File: src/rtl/trivium_pkg.sv
// Shared definitions for the Trivium stream decryptor: state width, warm-up
// length, steps per advance, tap positions, FSM state type and key/iv byte
// reversal helper.
package trivium_pkg;

  localparam int STATE_W       = 288;
  localparam int WARMUP_CYCLES = 144;
  localparam int STEPS_PER_ADV = 8;

  // Last value of the warm-up cycle counter before leaving WARMUP.
  localparam logic [7:0] WARMUP_LAST = 8'(WARMUP_CYCLES - 1);

  // Output taps, AND-gate taps and feedback taps of the three registers.
  localparam int T1_OUT_A = 65;
  localparam int T1_OUT_B = 92;
  localparam int T1_AND_A = 90;
  localparam int T1_AND_B = 91;
  localparam int T1_FB    = 170;

  localparam int T2_OUT_A = 161;
  localparam int T2_OUT_B = 176;
  localparam int T2_AND_A = 174;
  localparam int T2_AND_B = 175;
  localparam int T2_FB    = 263;

  localparam int T3_OUT_A = 242;
  localparam int T3_OUT_B = 287;
  localparam int T3_AND_A = 285;
  localparam int T3_AND_B = 286;
  localparam int T3_FB    = 68;

  typedef enum logic [1:0] {
    ST_IDLE   = 2'd0,
    ST_WARMUP = 2'd1,
    ST_RUN    = 2'd2
  } fsm_state_e;

  // Byte 0 arrives in bits [79:72]; the cipher wants it in bits [7:0].
  function automatic logic [79:0] byte_reverse80(input logic [79:0] v);
    logic [79:0] r;
    for (int i = 0; i < 10; i++) begin
      r[8*i +: 8] = v[79-8*i -: 8];
    end
    return r;
  endfunction

endpackage

File: src/rtl/trivium_round.sv
// One Trivium step: keystream bit z from the current state and the shifted
// next state with the three nonlinear feedback bits inserted.
module trivium_round
  import trivium_pkg::*;
(
  input  logic [STATE_W-1:0] s_i,
  output logic [STATE_W-1:0] s_o,
  output logic               z_o
);

  logic t1;
  logic t2;
  logic t3;
  logic t1_fb;
  logic t2_fb;
  logic t3_fb;

  // Output taps, keystream bit, feedback terms and register shift.
  always_comb begin
    t1    = s_i[T1_OUT_A] ^ s_i[T1_OUT_B];
    t2    = s_i[T2_OUT_A] ^ s_i[T2_OUT_B];
    t3    = s_i[T3_OUT_A] ^ s_i[T3_OUT_B];
    z_o   = t1 ^ t2 ^ t3;
    t1_fb = t1 ^ (s_i[T1_AND_A] & s_i[T1_AND_B]) ^ s_i[T1_FB];
    t2_fb = t2 ^ (s_i[T2_AND_A] & s_i[T2_AND_B]) ^ s_i[T2_FB];
    t3_fb = t3 ^ (s_i[T3_AND_A] & s_i[T3_AND_B]) ^ s_i[T3_FB];
    s_o   = {s_i[286:177], t2_fb, s_i[175:93], t1_fb, s_i[91:0], t3_fb};
  end

endmodule

File: src/rtl/trivium_stream_dec.sv
// Trivium byte-stream decryptor. A start pulse loads key/iv/msg_len, the
// cipher warms up for 1152 steps, then each accepted ciphertext byte is XORed
// with the next keystream byte (8 steps, LSB first) and presented one cycle
// later. Define TRIVIUM_KS_OUT_EN to add the ks_data keystream output.
//
// Handshakes: a byte moves on a port when valid and ready are both high at a
// rising edge. out_valid/out_data stay stable until out_ready is seen;
// in_ready = RUN && (!out_valid || out_ready), so a new byte is only taken
// when the output slot is free or being emptied in the same cycle.
module trivium_stream_dec
  import trivium_pkg::*;
(
  input  logic        clk,
  input  logic        reset,
  input  logic        start,
  input  logic [79:0] key,
  input  logic [79:0] iv,
  input  logic [15:0] msg_len,
  input  logic        in_valid,
  output logic        in_ready,
  input  logic [7:0]  in_data,
  output logic        out_valid,
  input  logic        out_ready,
  output logic [7:0]  out_data,
  output logic        busy,
  output logic        done,
`ifdef TRIVIUM_KS_OUT_EN
  output logic [7:0]  ks_data,
`endif
  output fsm_state_e  dbg_state
);

  fsm_state_e         state_q, state_d;
  logic [STATE_W-1:0] s_q, s_d;
  logic [7:0]         warm_q, warm_d;
  logic [15:0]        cnt_q, cnt_d;
  logic [15:0]        len_q, len_d;
  logic               out_valid_q, out_valid_d;
  logic [7:0]         out_data_q, out_data_d;
  logic               done_q, done_d;
`ifdef TRIVIUM_KS_OUT_EN
  logic [7:0]         ks_q, ks_d;
`endif

  logic [STEPS_PER_ADV:0][STATE_W-1:0] chain;
  logic [7:0]                          ks_byte;
  logic [STATE_W-1:0]                  load_state;
  logic                                accept;
  logic                                last_byte;

  assign chain[0] = s_q;

  // Eight rounds in series give one byte of keystream per advance.
  for (genvar g = 0; g < STEPS_PER_ADV; g++) begin : g_round
    trivium_round u_round (
      .s_i (chain[g]),
      .s_o (chain[g+1]),
      .z_o (ks_byte[g])
    );
  end

  assign load_state = {3'b111, 112'b0, byte_reverse80(iv), 13'b0, byte_reverse80(key)};
  assign in_ready   = (state_q == ST_RUN) && (!out_valid_q || out_ready);
  assign accept     = in_valid && in_ready;
  assign last_byte  = ({1'b0, cnt_q} + 17'd1) == {1'b0, len_q};

  assign out_valid  = out_valid_q;
  assign out_data   = out_data_q;
  assign done       = done_q;
  assign busy       = (state_q == ST_WARMUP) || (state_q == ST_RUN);
  assign dbg_state  = state_q;
`ifdef TRIVIUM_KS_OUT_EN
  assign ks_data    = ks_q;
`endif

  // Next-state logic: session load, warm-up stepping, byte decryption.
  always_comb begin
    state_d     = state_q;
    s_d         = s_q;
    warm_d      = warm_q;
    cnt_d       = cnt_q;
    len_d       = len_q;
    out_valid_d = out_valid_q;
    out_data_d  = out_data_q;
    done_d      = 1'b0;
`ifdef TRIVIUM_KS_OUT_EN
    ks_d        = ks_q;
`endif
    if (out_valid_q && out_ready) begin
      out_valid_d = 1'b0;
    end
    if (start) begin
      state_d = ST_WARMUP;
      s_d     = load_state;
      warm_d  = 8'd0;
      cnt_d   = 16'd0;
      len_d   = msg_len;
      // A restart drops any byte of the aborted session still waiting.
      if (state_q != ST_IDLE) begin
        out_valid_d = 1'b0;
      end
    end else begin
      case (state_q)
        ST_WARMUP: begin
          s_d    = chain[STEPS_PER_ADV];
          warm_d = warm_q + 8'd1;
          if (warm_q == WARMUP_LAST) begin
            if (len_q == 16'd0) begin
              state_d = ST_IDLE;
              done_d  = 1'b1;
            end else begin
              state_d = ST_RUN;
            end
          end
        end
        ST_RUN: begin
          if (accept) begin
            s_d         = chain[STEPS_PER_ADV];
            out_data_d  = in_data ^ ks_byte;
            out_valid_d = 1'b1;
            cnt_d       = cnt_q + 16'd1;
`ifdef TRIVIUM_KS_OUT_EN
            ks_d        = ks_byte;
`endif
            if (last_byte) begin
              state_d = ST_IDLE;
              done_d  = 1'b1;
            end
          end
        end
        default: ;
      endcase
    end
  end

  // State registers with asynchronous reset.
  always_ff @(posedge clk or posedge reset) begin
    if (reset) begin
      state_q     <= ST_IDLE;
      s_q         <= '0;
      warm_q      <= 8'd0;
      cnt_q       <= 16'd0;
      len_q       <= 16'd0;
      out_valid_q <= 1'b0;
      out_data_q  <= 8'd0;
      done_q      <= 1'b0;
`ifdef TRIVIUM_KS_OUT_EN
      ks_q        <= 8'd0;
`endif
    end else begin
      state_q     <= state_d;
      s_q         <= s_d;
      warm_q      <= warm_d;
      cnt_q       <= cnt_d;
      len_q       <= len_d;
      out_valid_q <= out_valid_d;
      out_data_q  <= out_data_d;
      done_q      <= done_d;
`ifdef TRIVIUM_KS_OUT_EN
      ks_q        <= ks_d;
`endif
    end
  end

endmodule

File: config.mk
export PLATFORM = sky130hd
export DESIGN_NAME = trivium_stream_dec
export DESIGN_NICKNAME = d
export VERILOG_FILES = /design/src/rtl/trivium_pkg.sv /design/src/rtl/trivium_round.sv /design/src/rtl/trivium_stream_dec.sv
export SDC_FILE = /design/constraint.sdc
export NUM_CORES = 1
export LEC_CHECK = 0
export BUFFER_PORTS_ARGS = -buffer_cell sky130_fd_sc_hd__buf_2
export CAP_MARGIN = 20
export CELL_PAD_IN_SITES_DETAIL_PLACEMENT = 1
export CELL_PAD_IN_SITES_GLOBAL_PLACEMENT = 1
export CORE_MARGIN = 3
export CORE_UTILIZATION = 46
export CTS_BUF_LIST = sky130_fd_sc_hd__clkbuf_8 sky130_fd_sc_hd__clkbuf_16
export DETAILED_ROUTE_END_ITERATION = 7
export PLACE_DENSITY = 0.86
export SLEW_MARGIN = 20
export SYNTH_ARGS = -nofsm -noshare
export SYNTH_HDL_FRONTEND = slang
export SYNTH_SLANG_ARGS = --single-unit
File: constraint.sdc
create_clock -name clk -period 14.8 [get_ports clk]
set_clock_uncertainty 0.15 [all_clocks]
set_input_delay 1.48 -clock clk [delete_from_list [all_inputs] [get_ports clk]]
set_output_delay 1.48 -clock clk [all_outputs]
set_load 0.005 [all_outputs]
=== After elaboration in Yosys (flattened, before gate mapping) ===
Index checks and enable logic that the tools add are counted.

* Output and inout port bits: 14
* Input port bits: 189
* Memory bits (read-only): 0
* Latch bits: 0
* Logic and storage cells: 173
* Register bits after elaboration: 340
* RAM bits: 0
* Memories: 0

* $lt $le $gt $ge: 0
* Shift operators: 0
* Bitwise operators: 114
* Mux-type cells: 25
* Div/mod/pow operators: 0
* Equality and inequality tests: 7
* Reduce and logical (&&, ||, !) cells: 16
* Add/subtract/negate cells: 3
* Multiply operators: 0

{| class="wikitable"
|+ Operators with widths
! operator !! count
|-
| 288-bit 2-to-1 mux || 2
|-
| 288-bit case mux with 2 select lines || 1
|-
| 1-bit XOR || 88
|-
| 16-bit 2-to-1 mux || 3
|-
| 1-bit AND || 24
|-
| 16-bit by 1-bit adder with 17-bit output (second input constant) || 1
|-
| 17-bit by 16-bit == test with 1-bit output || 1
|-
| 16-bit by 1-bit adder with 16-bit output (second input constant) || 1
|-
| 16-bit logical NOT || 1
|-
| 8-bit 2-to-1 mux || 2
|-
| 1-bit 2-to-1 mux || 10
|-
| 2-bit 2-to-1 mux || 5
|-
| 8-bit by 1-bit adder with 8-bit output (second input constant) || 1
|-
| 8-bit == test (second input constant) || 1
|-
| 2-bit nonzero test || 4
|-
| 8-bit XOR || 1
|-
| 3-bit inequality test (second input constant) || 2
|-
| 2-bit case mux with 2 select lines || 1
|-
| 2-bit AND reduction || 2
|-
| 4-bit AND reduction || 1
|-
| 1-bit logical AND || 3
|-
| 3-bit by 2-bit inequality test with 1-bit output (second input constant) || 1
|-
| 3-bit AND reduction || 1
|-
| 3-bit nonzero test || 1
|-
| other kinds (6) || 7
|}

=== Logic depth before layout (Yosys ltp) ===
Gate-level depths: netlist of run 1.

* Depth after elaboration: 7
* Gate-level depth with buffers: 10
* Depth with buffers taken out: 8

=== Cells and area by module ===
A second synthesis of run 1 with hierarchy kept.

* Cells, all modules: 3973
* Area, all modules: 34112.7 µm²

{| class="wikitable"
|+ Modules (own cells, without submodules)
! module !! times used !! cells an instance !! seq. area each (µm²) !! area an instance (µm²)
|-
| trivium_round || 8 || 298 || 0.0 || 2308.5
|-
| trivium_stream_dec || 1 || 1589 || 8508.2 || 15645.0
|}

=== Worst setup path after synthesis of run 1 ===
Ideal clock, no wire load.

* Path type: in2out
* Start: in out_ready
* End: out in_ready
* Buffers on the path: 0
* Data required time: 13170 ps
* Data arrival time: 1806 ps
* Slack: 11364 ps
* Stages: 2
* Cell sequence: and2b_1 nor2b_1

* Cells in the longest elaborated chain, start to end: 2

{| class="wikitable"
|+ RTL lines
! what !! RTL line !! source
|-
| start, declared || trivium_stream_dec.sv:23 || <nowiki>input logic out_ready,</nowiki>
|-
| 1-bit logical OR || trivium_stream_dec.sv:63 || <nowiki>assign in_ready = (state_q == ST_RUN) && (!out_valid_q || out_ready);</nowiki>
|-
| 1-bit logical AND || trivium_stream_dec.sv:63 ||
|-
| end, declared || trivium_stream_dec.sv:20 || <nowiki>output logic in_ready,</nowiki>
|}

Every way passes these cells.

=== Worst setup path after layout of run 1 ===
* Start: in out_ready
* End: reg s_q[64]

* Cells in the longest elaborated chain, start to end: 5

{| class="wikitable"
|+ RTL lines
! what !! RTL line !! source
|-
| 1-bit logical OR || trivium_stream_dec.sv:63 ||
|-
| 1-bit logical AND || trivium_stream_dec.sv:63 ||
|-
| 1-bit logical AND || trivium_stream_dec.sv:64 || <nowiki>assign accept = in_valid && in_ready;</nowiki>
|-
| 3-bit inequality test (no line) || -- ||
|-
| 2-bit AND reduction (no line) || -- ||
|-
| end signal, assigned || trivium_stream_dec.sv:140 || <nowiki>s_q <= '0;</nowiki>
|-
| end signal, assigned || trivium_stream_dec.sv:152 || <nowiki>s_q <= s_d;</nowiki>
|-
| end, declared || trivium_stream_dec.sv:34 || <nowiki>logic [STATE_W-1:0] s_q, s_d;</nowiki>
|}

Every way passes these cells.
A chain may end at the register's enable or synchronous reset.

==> run summary, run 1 <==
===========================================================================================
Result of the run                                                              finished, final reports clean
Warnings, synthesis                                                                       0
Max stage delay cell, worst path                                               sky130_fd_sc_hd__buf_4
Cell count after synthesis                                                            1,646
Critical path fanouts, max                                                              197
Count of flip-flops with a built-in enable after synthesis                                0
Starting density of the core                                                          47.0%
Maximum cell stage delay along the critical path                                     830 ps
Critical Path AT                                                                    4590 ps
Element type at the critical path end                                             flip-flop
Quantity of gates resized following cts                                                   0
Most frequently used flop master after synthesis                               sky130_fd_sc_hd__dfrtp_1
CTS sink cnt                                                                            340
Flops & latches, synth                                                                  340
DIE AREA                                                                         38,000 µm²
Vias                                                                                 12,349
Antenna-violating nets left                                                               0
Most frequent cells in the layout                                              sky130_fd_sc_hd__dfrtp_1 (340), sky130_fd_sc_hd__nand2_1 (327), sky130_fd_sc_hd__o21ai_0 (286), sky130_fd_sc_hd__buf_2 (201), sky130_fd_sc_hd__mux2i_1 (162)
Final critical path time including I/O delays and setup                             4360 ps
Post-synthesis net count                                                              1,840
Pre-CTS WS                                                                          9890 ps
WP data required                                                                  15,020 ps
Via count of the first global-routing pass                                           13,409
Total negative slack                                                                   0 ps
Worst min-delay path category                                                       reg2reg
Rel. slew slack                                                                       30.4%
Startpoint of the lowest-slack register-to-register path                       dbg_state[0]$_DFFE_PP0P_
Overall fraction of global-route tracks in use                                        22.9%
Total number of H-tree levels                                                             2
Number of buffers and inverters on the critical path                                      5
Final slew viol count                                                                     0
Clock root buffer                                                              sky130_fd_sc_hd__clkbuf_16
Core area                                                                        34,900 µm²
Final routed wire length divided by cell count                                      19.8 µm
Final cycle utilization of the critical path                                          29.5%
Largest vdd supply drop                                                             94.6 µV
Buffer count from post-CTS setup fixing                                                   0
Gpl congestion                                                                        0.806
Actual transition at the worst max-transition pin                                   1040 ps
Placement row count                                                                      68
Final count of hold timing violations                                                     0
First-pass GRT wire length                                                        70,800 µm
Register area share after synthesis                                                   51.9%
Unrepaired setup endpoints after global routing                                       false
Post-synthesis area per instance                                                   9.97 µm²
Pwr per Cell Area                                                                117 nW/µm²
Worst path top cell family by delay                                            buffers and inverters
I/O pins                                                                                203
Share of final-layout standard cells stronger than drive strength 1                   16.7%
Count of input and output buffers                                                       202
Initial antenna violation count                                                          10
Share of synthesized flip-flops with an asynchronous set or reset                      100%
Residual overflow from global routing                                                     0
First-pass iteration count of the detailed router                                         5
Setup CP Type                                                                        in2reg
Maximum number of buffers from clock root to sink                                         3
Leakage power summed over all cells                                                 8.20 nW
Clk_lat worst skew                                                                   540 ps
Worst Hold Launch                                                              s_q[113]$_DFFE_PP0P_
Synth-to-layout area growth                                                           15.2%
Commonest non-fill, non-tap cell in the layout                                 sky130_fd_sc_hd__dfrtp_1
Synth Cell Area                                                                  16,400 µm²
Fmax                                                                              0.229 GHz
Clock edge transition at the registers on the reported setup and hold paths           60 ps
Setup slack of the critical path after layout                                     10,440 ps
Clock tree from TritonCTS                                                              done
Horizontal extent of the die                                                         195 µm
Largest net degree at the start of global routing                                       336
Worst setup SP type                                                            primary input
Total of hold buffers inserted after clock tree synthesis                                 0
Final wirelength                                                                  45,100 µm
Num CTS Buffers                                                                          38
Die height                                                                           195 µm
Number of design-rule violations left by the first detailed-router iteration            707
Final std cell area, no fill                                                     18,900 µm²
DP HPWL                                                                           29,100 µm
Most Frequent Cell on Critical Path                                            sky130_fd_sc_hd__buf_4
Via density per instance                                                               5.42
Placed standard-cell area                                                        17,600 µm²
Final #Nets                                                                           1,983
Reported max-cap violation count                                                          0
Series of cell instances along the critical path                               buf_2, and2b_1, nor2_1, buf_4, a211oi_4, buf_12, buf_16, buf_4, o21ai_0
Number of endpoints failing setup at the final stage                                      0
DR DRC count                                                                              0
Number of unique standard cell types used by synthesis                                   52
Worst Setup SP                                                                    out_ready
===========================================================================================
## worst reg2reg max path: stages (launching register included)
cell	delay (ps)
sky130_fd_sc_hd__dfrtp_1	420
sky130_fd_sc_hd__inv_1	110
sky130_fd_sc_hd__ha_1	300
sky130_fd_sc_hd__nand2_1	120
sky130_fd_sc_hd__nor2_1	50
sky130_fd_sc_hd__buf_4	190
sky130_fd_sc_hd__a211oi_4	290
sky130_fd_sc_hd__buf_12	430
sky130_fd_sc_hd__buf_16	490
sky130_fd_sc_hd__buf_4	990
sky130_fd_sc_hd__o21ai_0	300
## logic make-up (layout without fill, tap and decap cells)
family                     count (synthesis)  count (layout)  share of synthesized area (%)
other                                      0               8                              0
AOI/OAI and AO/OA                        318             318                           10.3
DFF                                      340             340                           51.9
buffers and inverters                    115             286                           3.07
muxes                                    187             187                           11.6
and+or+nand+nor                          546             546                           15.6
xor gates and xnor gates                 135             135                           7.21
adders and majority gates                  5               5                          0.381
## report_power, final
group,switching [W],internal (W)
Clock,0.000391,0.000533
Sequential,0.0000581,0.000999
Combinational,0.000127,0.000109
## layer usage
layer	GRT usage, %	routed length [µm]	vias up
met5	0	34	-
met4	9.29	1760	6
met3	4.51	1950	110
met2	39.5	22800	263
met1	28.4	18600	6155
li1	-	-	5815
## state kept, by name (all words and copies together), names as in the netlist
name and count:
cnt_q 16, dbg_state 2, done 1, len_q 16, out_data 8, out_valid 1, s_q 288, warm_q 8
## Yosys cell counts, drive strengths merged (2+ instances only)
library cell  instances  area share [%]
mux2                 25             1.7
ha                    5            0.38
or2                   2           0.076
nand2               328             7.6
o2111ai               2            0.11
inv                   6            0.14
nor4                  7            0.34
nand3                12            0.44
nand4                11            0.51
and4b                 2            0.12
and4                  3            0.16
a211oi                2            0.12
nor3b                 3            0.14
o31ai                10            0.46
clkbuf               65             1.5
nor2b                 3            0.11
a21oi                 8            0.24
nor3                  5            0.15
dfrtp               340              52
nand3b                2           0.091
nor2                 39            0.91
buf                  44             1.4
xor2                 25             1.3
nand2b              119             4.5
xnor2               110             5.9
mux2i               162             9.9
or3                   3            0.11
and3                  2           0.076
o21ai               286             8.7
## final timing paths
path                                             end  slack (ps)  cells past startpoint
worst max-delay path             s_q[64]$_DFFE_PP0P_       10440                      9
worst min-delay path            s_q[113]$_DFFE_PP0P_         330                      2
worst max register to register   s_q[64]$_DFFE_PP0P_       10830                     10
worst min register to register  s_q[113]$_DFFE_PP0P_         330                      2
max in group asynchronous       s_q[113]$_DFFE_PP0P_       11430                      4
min in group asynchronous       s_q[208]$_DFFE_PP0P_         900                      2
## final cells by class
type	instances	area [µm²]
Multi-Input combinational cell	1191	7400
Clock inverter	22	150
Fill cell	3901	16000
Sequential cell	340	8510
Clock buffer	46	1070
Antenna cell	8	20.0
Inverter	6	30.0
Timing Repair Buffer	212	1150
Tap cell	455	569
## through the flow
stage,utilization [%],cells,total power (W),hold WS [ps]
6_report,54.2,2280,0.00222,329
5_1_grt,54.2,2280,0.00231,351
4_1_cts,54.0,2271,0.00223,332
3_5_place_dp,50.5,2203,0.00130,320
3_3_place_gp,50.5,2203,0.00129,310
2_1_floorplan,-,1646,0.00121,299
Note: power is estimated with default switching activity, not from simulation.
==> inputs of run 2 (changes only) <==
--- a/config.mk
+++ b/config.mk
@@ -5,15 +5,16 @@
 export SDC_FILE = /design/constraint.sdc
 export NUM_CORES = 1
 export LEC_CHECK = 0
+export ABC_AREA = 1
 export BUFFER_PORTS_ARGS = -buffer_cell sky130_fd_sc_hd__buf_2
 export CAP_MARGIN = 20
 export CELL_PAD_IN_SITES_DETAIL_PLACEMENT = 1
 export CELL_PAD_IN_SITES_GLOBAL_PLACEMENT = 1
 export CORE_MARGIN = 3
-export CORE_UTILIZATION = 46
+export CORE_UTILIZATION = 44
 export CTS_BUF_LIST = sky130_fd_sc_hd__clkbuf_8 sky130_fd_sc_hd__clkbuf_16
 export DETAILED_ROUTE_END_ITERATION = 7
-export PLACE_DENSITY = 0.86
+export PLACE_DENSITY = 0.85
 export SLEW_MARGIN = 20
 export SYNTH_ARGS = -nofsm -noshare
 export SYNTH_HDL_FRONTEND = slang
==> constraint.sdc (replaced) <==
create_clock -name clk -period 4.19 [get_ports clk]
set_clock_uncertainty 0.15 [all_clocks]
set_input_delay 0.419 -clock clk [delete_from_list [all_inputs] [get_ports clk]]
set_output_delay 0.419 -clock clk [all_outputs]
set_load 0.005 [all_outputs]
==> run 2 against run 1 <==
Flip-flop and latch count is the same. Cell count is 21% higher. Critical path depth unchanged. Combinational power grew to 19 times the previous value. Die area is 5.1% higher. Wire length up 37%. Design area increased by 9.8%. Total power grew to 5.9 times the previous value. Hold slack lost 330 ps.
==> run summary, run 2 <==
===========================================================================================
Residual overflow from global routing                                                     0
Antenna-violating nets left                                                               0
Reg-to-Reg End                                                                 s_q[50]$_DFFE_PP0P_
Synth-to-layout area growth                                                           25.6%
Horizontal extent of the die                                                         200 µm
DIE AREA                                                                         39,900 µm²
Element type at the critical path end                                             flip-flop
Vias                                                                                 15,529
Clock root buffer                                                              sky130_fd_sc_hd__clkbuf_16
Buffer count from post-CTS setup fixing                                                   0
Clock tree from TritonCTS                                                              done
Final critical path time including I/O delays and setup                             3110 ps
Overall fraction of global-route tracks in use                                        30.6%
Largest vdd supply drop                                                              515 µV
Gpl congestion                                                                        0.860
Most instantiated library cell after synthesis                                 sky130_fd_sc_hd__dfrtp_1
Reported max-cap violation count                                                          0
Clk_lat worst skew                                                                   610 ps
Via density per instance                                                               5.63
Count of input and output buffers                                                       202
Initial antenna violation count                                                           5
Actual transition at the worst max-transition pin                                    822 ps
Area contributors post-synth                                                   sky130_fd_sc_hd__dfrtp_1 (52%), sky130_fd_sc_hd__o21ai_0 (9.5%), sky130_fd_sc_hd__nand2_1 (7.5%)
Cell count after synthesis                                                            1,954
Final count of hold timing violations                                                     0
Fmax                                                                              0.321 GHz
Final cycle utilization of the critical path                                          74.2%
Leakage power summed over all cells                                                 9.52 nW
Number of flip-flops in the largest register                                            288
Post-synthesis net count                                                              2,148
Largest register by flop count                                                          s_q
First-pass iteration count of the detailed router                                         5
Register area share after synthesis                                                   51.5%
Clock edge transition at the registers on the reported setup and hold paths           60 ps
CTS sink cnt                                                                            340
Most frequent cells in the layout                                              sky130_fd_sc_hd__dfrtp_1 (340), sky130_fd_sc_hd__nand2_1 (329), sky130_fd_sc_hd__inv_1 (327), sky130_fd_sc_hd__o21ai_0 (313), sky130_fd_sc_hd__buf_2 (202)
Final wirelength                                                                  61,700 µm
Worst setup SP type                                                               flip-flop
Hold path endpoint                                                             s_q[60]$_DFFE_PP0P_
Number of unique standard cell types used by synthesis                                   31
Largest registers in the final layout                                          s_q (288), cnt_q (16), len_q (16)
Inst Count DP                                                                         2,517
Most frequently used flop master after synthesis                               sky130_fd_sc_hd__dfrtp_1
Setup CP Type                                                                       reg2reg
Num CTS Buffers                                                                          39
Warnings, synthesis                                                                       0
Series of cell instances along the critical path                               inv_1, ha_1, nand2_1, nor2_1, inv_1, a31oi_4, buf_12, o211ai_1, o21ai_0
Count of flip-flops with a built-in enable after synthesis                                0
Result of the run                                                              finished, final reports clean
Core area                                                                        36,800 µm²
First-pass GRT wire length                                                        94,800 µm
Max stage delay cell, worst path                                               sky130_fd_sc_hd__buf_12
Die height                                                                           200 µm
Via count of the first global-routing pass                                           16,911
Commonest non-fill, non-tap cell in the layout                                 sky130_fd_sc_hd__dfrtp_1
Area share of the largest cell type after synthesis                                   51.5%
Share of synthesized flip-flops with an asynchronous set or reset                      100%
Count of cells along the worst register-to-register path                                  9
Flops & latches, synth                                                                  340
Starting density of the core                                                          44.9%
Power consumption                                                                  0.0132 W
Number of endpoints failing setup at the final stage                                      0
Final std cell area, no fill                                                     20,700 µm²
Worst Hold Launch                                                                   key[20]
Worst min-delay path category                                                        in2reg
Post-synthesis area per instance                                                   8.45 µm²
Critical path fanouts, max                                                              191
Startpoint of the lowest-slack register-to-register path                       dbg_state[0]$_DFFE_PP0P_
Final slew viol count                                                                     0
DR DRC count                                                                              0
Final routed wire length divided by cell count                                      22.4 µm
Maximum cell stage delay along the critical path                                     470 ps
Share of final-layout standard cells stronger than drive strength 1                   12.7%
Post-layout instance count excluding filler cells                                     2,756
Placed standard-cell area                                                        17,800 µm²
Maximum number of buffers from clock root to sink                                         3
Unrepaired setup endpoints after global routing                                       false
DP HPWL                                                                           31,900 µm
Cell type with the largest total area after synthesis                          sky130_fd_sc_hd__dfrtp_1
Top cell types by occurrence after synthesis                                   sky130_fd_sc_hd__dfrtp_1 (340), sky130_fd_sc_hd__nand2_1 (329), sky130_fd_sc_hd__inv_1 (323)
Total number of H-tree levels                                                             2
Synth Cell Area                                                                  16,500 µm²
Number of design-rule violations left by the first detailed-router iteration          1,070
Depth of the worst hold-timing path                                                       3
Pwr per Cell Area                                                                636 nW/µm²
Most Frequent Cell on Critical Path                                            sky130_fd_sc_hd__inv_1
Largest net degree at the start of global routing                                       192
Rel. slew slack                                                                       45.2%
WP data required                                                                    4450 ps
Critical Path AT                                                                    3370 ps
Worst reg-to-reg setup slack                                                        1080 ps
Placement row count                                                                      70
I/O pins                                                                                203
Final #Nets                                                                           2,446
===========================================================================================
-- run 2: changes by cell type after synthesis, moves of 20 or more --
cell	change
sky130_fd_sc_hd__mux2_2	-24
sky130_fd_sc_hd__xor2_1	+35
sky130_fd_sc_hd__o211ai_1	+150
sky130_fd_sc_hd__inv_1	+317
sky130_fd_sc_hd__nand3_1	+144
sky130_fd_sc_hd__clkbuf_1	-20
sky130_fd_sc_hd__mux2i_1	-162
sky130_fd_sc_hd__o21ai_0	+27
sky130_fd_sc_hd__xnor2_1	-83
sky130_fd_sc_hd__nand2b_1	-119
-- run 2: cell families (layout without fill, tap and decap cells) --
group / Yosys count / count (layout) / share of synthesized area, %
muxes: 1 / 1 / 0.0682
xor gates and xnor gates: 88 / 88 / 4.76
AOI/OAI and AO/OA: 512 / 512 / 18.1
DFF: 340 / 340 / 51.5
other: 0 / 7 / 0
buffers and inverters: 446 / 773 / 10.8
adders and majority gates: 5 / 5 / 0.379
and+or+nand+nor: 562 / 562 / 14.4
-- run 2: critical path: cells and delay by family, from the launching register on --
kind / cells / cell delay, ps
AND/OR/NAND/NOR: 2 / 340
flip-flops: 1 / 420
AO/OA/AOI/OAI: 3 / 770
adder cells (fa/ha/maj): 1 / 310
buffers and inverters: 3 / 730
-- run 2: worst max path at each step --
stage	start	end	slack, ps	cells after the start
4_1_cts	dbg_state[0]$_DFFE_PP0P_	s_q[41]$_DFFE_PP0P_	1270	9
5_1_grt	dbg_state[0]$_DFFE_PP0P_	s_q[50]$_DFFE_PP0P_	910	9
3_5_place_dp	start	s_q[63]$_DFFE_PP0P_	1130	8
2_1_floorplan	reset	cnt_q[0]$_DFFE_PP0P_	-930	1
6_report	dbg_state[0]$_DFFE_PP0P_	s_q[50]$_DFFE_PP0P_	1080	9
3_3_place_gp	start	s_q[31]$_DFFE_PP0P_	1290	8
-- run 2: power breakdown --
part           internal, W  switching, W  leakage (nW)
Sequential         0.00432      0.000716          4.31
Combinational      0.00142       0.00297          4.53
Clock              0.00218       0.00158         0.686
-- run 2: metrics by stage --
| step | hold slack, ps | utilization (%) | TNS (ps) | setup WS (ps) |
|---|---|---|---|---|
| after detailed placement | 325 | 48.3 | 0 | 1130 |
| after global routing | 13.9 | 56.4 | 0 | 908 |
| final | 1.45 | 56.4 | 0 | 1080 |
| after CTS | 2.15 | 56.3 | 0 | 1270 |
| after floorplan | 317 | - | -314680 | -926 |
| after global placement | 311 | 48.3 | 0 | 1290 |
-- run 2: cell type report --
class | instances | area (µm²)
diodes | 7 | 17.5
clock buffers | 48 | 1100
clock inverters | 22 | 251
fillers | 4304 | 16000
inverters | 325 | 1230
multi-input cells | 1168 | 6220
flip-flops and latches | 340 | 8510
well taps | 468 | 586
repair buffers | 378 | 2830
-- run 2: layer usage --
layer / vias up / routed length (µm) / GRT usage [%]
li1: 6972 / - / -
met1: 7799 / 24200 / 36.9
met2: 559 / 31100 / 53.0
met3: 199 / 3380 / 5.88
met4: 0 / 2980 / 14.7
met5: - / 0 / 0
-- run 2: what timing repair did --
item / in CTS / in global routing
hold endpoints to repair: 180 / 1
endpoints found under the setup margin: 0 / 0
gates resized for setup: 0 / 0
hold buffers: 161 / 1
==> inputs of run 3 (changes only) <==
--- a/config.mk
+++ b/config.mk
@@ -5,16 +5,16 @@
 export SDC_FILE = /design/constraint.sdc
 export NUM_CORES = 1
 export LEC_CHECK = 0
-export ABC_AREA = 1
+export ABC_AREA = 0
 export BUFFER_PORTS_ARGS = -buffer_cell sky130_fd_sc_hd__buf_2
 export CAP_MARGIN = 20
 export CELL_PAD_IN_SITES_DETAIL_PLACEMENT = 1
 export CELL_PAD_IN_SITES_GLOBAL_PLACEMENT = 1
 export CORE_MARGIN = 3
-export CORE_UTILIZATION = 44
+export CORE_UTILIZATION = 41
 export CTS_BUF_LIST = sky130_fd_sc_hd__clkbuf_8 sky130_fd_sc_hd__clkbuf_16
 export DETAILED_ROUTE_END_ITERATION = 7
-export PLACE_DENSITY = 0.85
+export PLACE_DENSITY = 0.81
 export SLEW_MARGIN = 20
 export SYNTH_ARGS = -nofsm -noshare
 export SYNTH_HDL_FRONTEND = slang
==> constraint.sdc (replaced) <==
create_clock -name clk -period 2.7 [get_ports clk]
set_clock_uncertainty 0.15 [all_clocks]
set_input_delay 0.27 -clock clk [delete_from_list [all_inputs] [get_ports clk]]
set_output_delay 0.27 -clock clk [all_outputs]
set_load 0.005 [all_outputs]
==> run 3 against run 2 <==
Sequential power increased by 16%. Critical endpoint is now s_q[173]$_DFFE_PP0P_. Non-clock buffer count increased by 31. Highest routed layer is now met5. Register-to-register slack got worse by 1000 ps. Total power decreased by 2.2%.
==> run summary, run 3 (synthesized netlist as in run 1, its figures left out) <==
===========================================================================================
Worst setup SP type                                                               flip-flop
Gpl congestion                                                                        0.838
Largest net degree at the start of global routing                                       115
Result of the run                                                              finished, final reports clean
Clock root buffer                                                              sky130_fd_sc_hd__clkbuf_16
Reported max-cap violation count                                                          0
Die height                                                                           206 µm
Maximum cell stage delay along the critical path                                     410 ps
Total number of H-tree levels                                                             2
Buffer count from post-CTS setup fixing                                                   0
Largest vdd supply drop                                                              358 µV
Leakage power summed over all cells                                                 9.10 nW
Clock tree from TritonCTS                                                              done
Placement row count                                                                      72
Number of design-rule violations left by the first detailed-router iteration            878
Via density per instance                                                               5.43
Antenna-violating nets left                                                               0
Horizontal extent of the die                                                         206 µm
I/O pins                                                                                203
Fmax                                                                              0.382 GHz
Residual overflow from global routing                                                     0
Number of flip-flops in the largest register                                            288
Clock edge transition at the registers on the reported setup and hold paths           70 ps
CTS sink cnt                                                                            340
Max stage delay cell, worst path                                               sky130_fd_sc_hd__dfrtp_1
Largest registers in the final layout                                          s_q (288), cnt_q (16), len_q (16)
Share of final-layout standard cells stronger than drive strength 1                   16.3%
Initial antenna violation count                                                           7
Rel. slew slack                                                                       57.3%
Pwr per Cell Area                                                                611 nW/µm²
DP HPWL                                                                           31,200 µm
Largest register by flop count                                                          s_q
Element type at the critical path end                                             flip-flop
DIE AREA                                                                         42,400 µm²
Critical Path AT                                                                    2900 ps
Series of cell instances along the critical path                               inv_1, ha_2, nand2_1, nor2_1, buf_4, a211oi_4, buf_12, buf_16, nand2_1, o21ai_1
Final std cell area, no fill                                                     21,100 µm²
Worst min-delay path category                                                        in2reg
Vias                                                                                 13,811
Number of endpoints failing setup at the final stage                                      0
Actual transition at the worst max-transition pin                                    640 ps
Total negative slack                                                                   0 ps
Final cycle utilization of the critical path                                          97.0%
Placed standard-cell area                                                        18,000 µm²
Commonest non-fill, non-tap cell in the layout                                 sky130_fd_sc_hd__dfrtp_1
Final wirelength                                                                  58,100 µm
Critical path fanouts, max                                                               82
Starting density of the core                                                          42.0%
Core area                                                                        39,100 µm²
Num CTS Buffers                                                                          39
DR DRC count                                                                              0
Clk_lat worst skew                                                                   570 ps
Final routed wire length divided by cell count                                      22.8 µm
Final #Nets                                                                           2,181
Worst path top cell family by delay                                            buffers and inverters
Via count of the first global-routing pass                                           15,615
First-pass iteration count of the detailed router                                         5
Final critical path time including I/O delays and setup                             2620 ps
Most Frequent Cell on Critical Path                                            sky130_fd_sc_hd__nand2_1
Final core utilization                                                                54.0%
Count of input and output buffers                                                       202
Most frequent cells in the layout                                              sky130_fd_sc_hd__dfrtp_1 (340), sky130_fd_sc_hd__nand2_1 (327), sky130_fd_sc_hd__o21ai_0 (281), sky130_fd_sc_hd__buf_2 (201), sky130_fd_sc_hd__dlygate4sd3_1 (178)
Post-layout instance count excluding filler cells                                     2,542
Number of buffers and inverters on the critical path                                      4
Power consumption                                                                  0.0129 W
Unrepaired setup endpoints after global routing                                       false
Maximum number of buffers from clock root to sink                                         3
First-pass GRT wire length                                                        88,500 µm
Inst Count DP                                                                         2,285
Synth-to-layout area growth                                                           28.7%
Final slew viol count                                                                     0
Setup CP Type                                                                       reg2reg
Overall fraction of global-route tracks in use                                        26.8%
Final count of hold timing violations                                                     0
WP data required                                                                    2980 ps
===========================================================================================
[run 3: changes by cell type in the layout (fill, tap and decap cells not counted), moves of 12 or more]
cell,delta
sky130_fd_sc_hd__a21oi_1,-14
sky130_fd_sc_hd__nand3_1,-144
sky130_fd_sc_hd__nor2_1,-15
sky130_fd_sc_hd__mux2_2,+24
sky130_fd_sc_hd__o21ai_0,-32
sky130_fd_sc_hd__xor2_1,-35
sky130_fd_sc_hd__dlygate4sd3_1,+16
sky130_fd_sc_hd__nand2b_1,+119
sky130_fd_sc_hd__mux2i_1,+162
sky130_fd_sc_hd__o211ai_1,-150
sky130_fd_sc_hd__xnor2_1,+83
sky130_fd_sc_hd__a31oi_1,-12
sky130_fd_sc_hd__inv_1,-311
[run 3: worst paths after layout]
kind	start	to	slack, ps	depth (start not counted)
max in group asynchronous	reset	s_q[65]$_DFFE_PP0P_	1230	4
setup / recovery	dbg_state[0]$_DFFE_PP0P_	s_q[173]$_DFFE_PP0P_	80	10
hold reg to reg	s_q[202]$_DFFE_PP0P_	s_q[202]$_DFFE_PP0P_	330	2
setup reg to reg	dbg_state[0]$_DFFE_PP0P_	s_q[173]$_DFFE_PP0P_	80	10
hold / removal	iv[38]	s_q[139]$_DFFE_PP0P_	20	3
min in group asynchronous	reset	s_q[253]$_DFFE_PP0P_	140	3
[run 3: layer usage]
layer	global-route usage [%]	routed length [µm]
met3	4.55	2280
met2	48.3	30400
met4	15.6	3390
met1	29.8	22000
met5	0	14
[run 3: report_power, final]
part           switching, W  total (W)  internal [W]  leakage (nW)
Combinational      0.000814    0.00160      0.000782          4.14
Sequential         0.000361    0.00583       0.00547          4.30
Clock               0.00243    0.00547       0.00303         0.668
Total               0.00361     0.0129       0.00929          9.10
[run 3: final cells by class]
type / instances / area, µm²
clock buffer: 49 / 1110
fill: 4330 / 18000
sequential: 340 / 8510
timing repair buffer: 409 / 3240
tap: 518 / 648
antenna: 7 / 17.5
multi-input combinational: 1191 / 7400
clock inverter: 22 / 166
inverter: 6 / 26.3
[run 3: through the flow]
stage | hold slack, ps | worst slack [ps]
2_1_floorplan | 272 | -2270
3_3_place_gp | 199 | 281
3_5_place_dp | 195 | 65.8
4_1_cts | 1.12 | 21.2
5_1_grt | 39.8 | 2.09
6_report | 24.8 | 82.3
[run 3: worst register-to-register path, delay by kind of cell (launching register included)]
| kind | cells | cell delay, ps |
|---|---|---|
| buffers and inverters | 4 | 900 |
| flip-flops | 1 | 410 |
| adder cells (fa/ha/maj) | 1 | 240 |
| AND/OR/NAND/NOR | 3 | 300 |
| AO/OA/AOI/OAI | 2 | 510 |
[run 3: what timing repair did]
item,CTS,global route
endpoints found under the setup margin,0,79
hold buffers,178,0
resized for setup,0,13
endpoints found under the hold margin,189,0
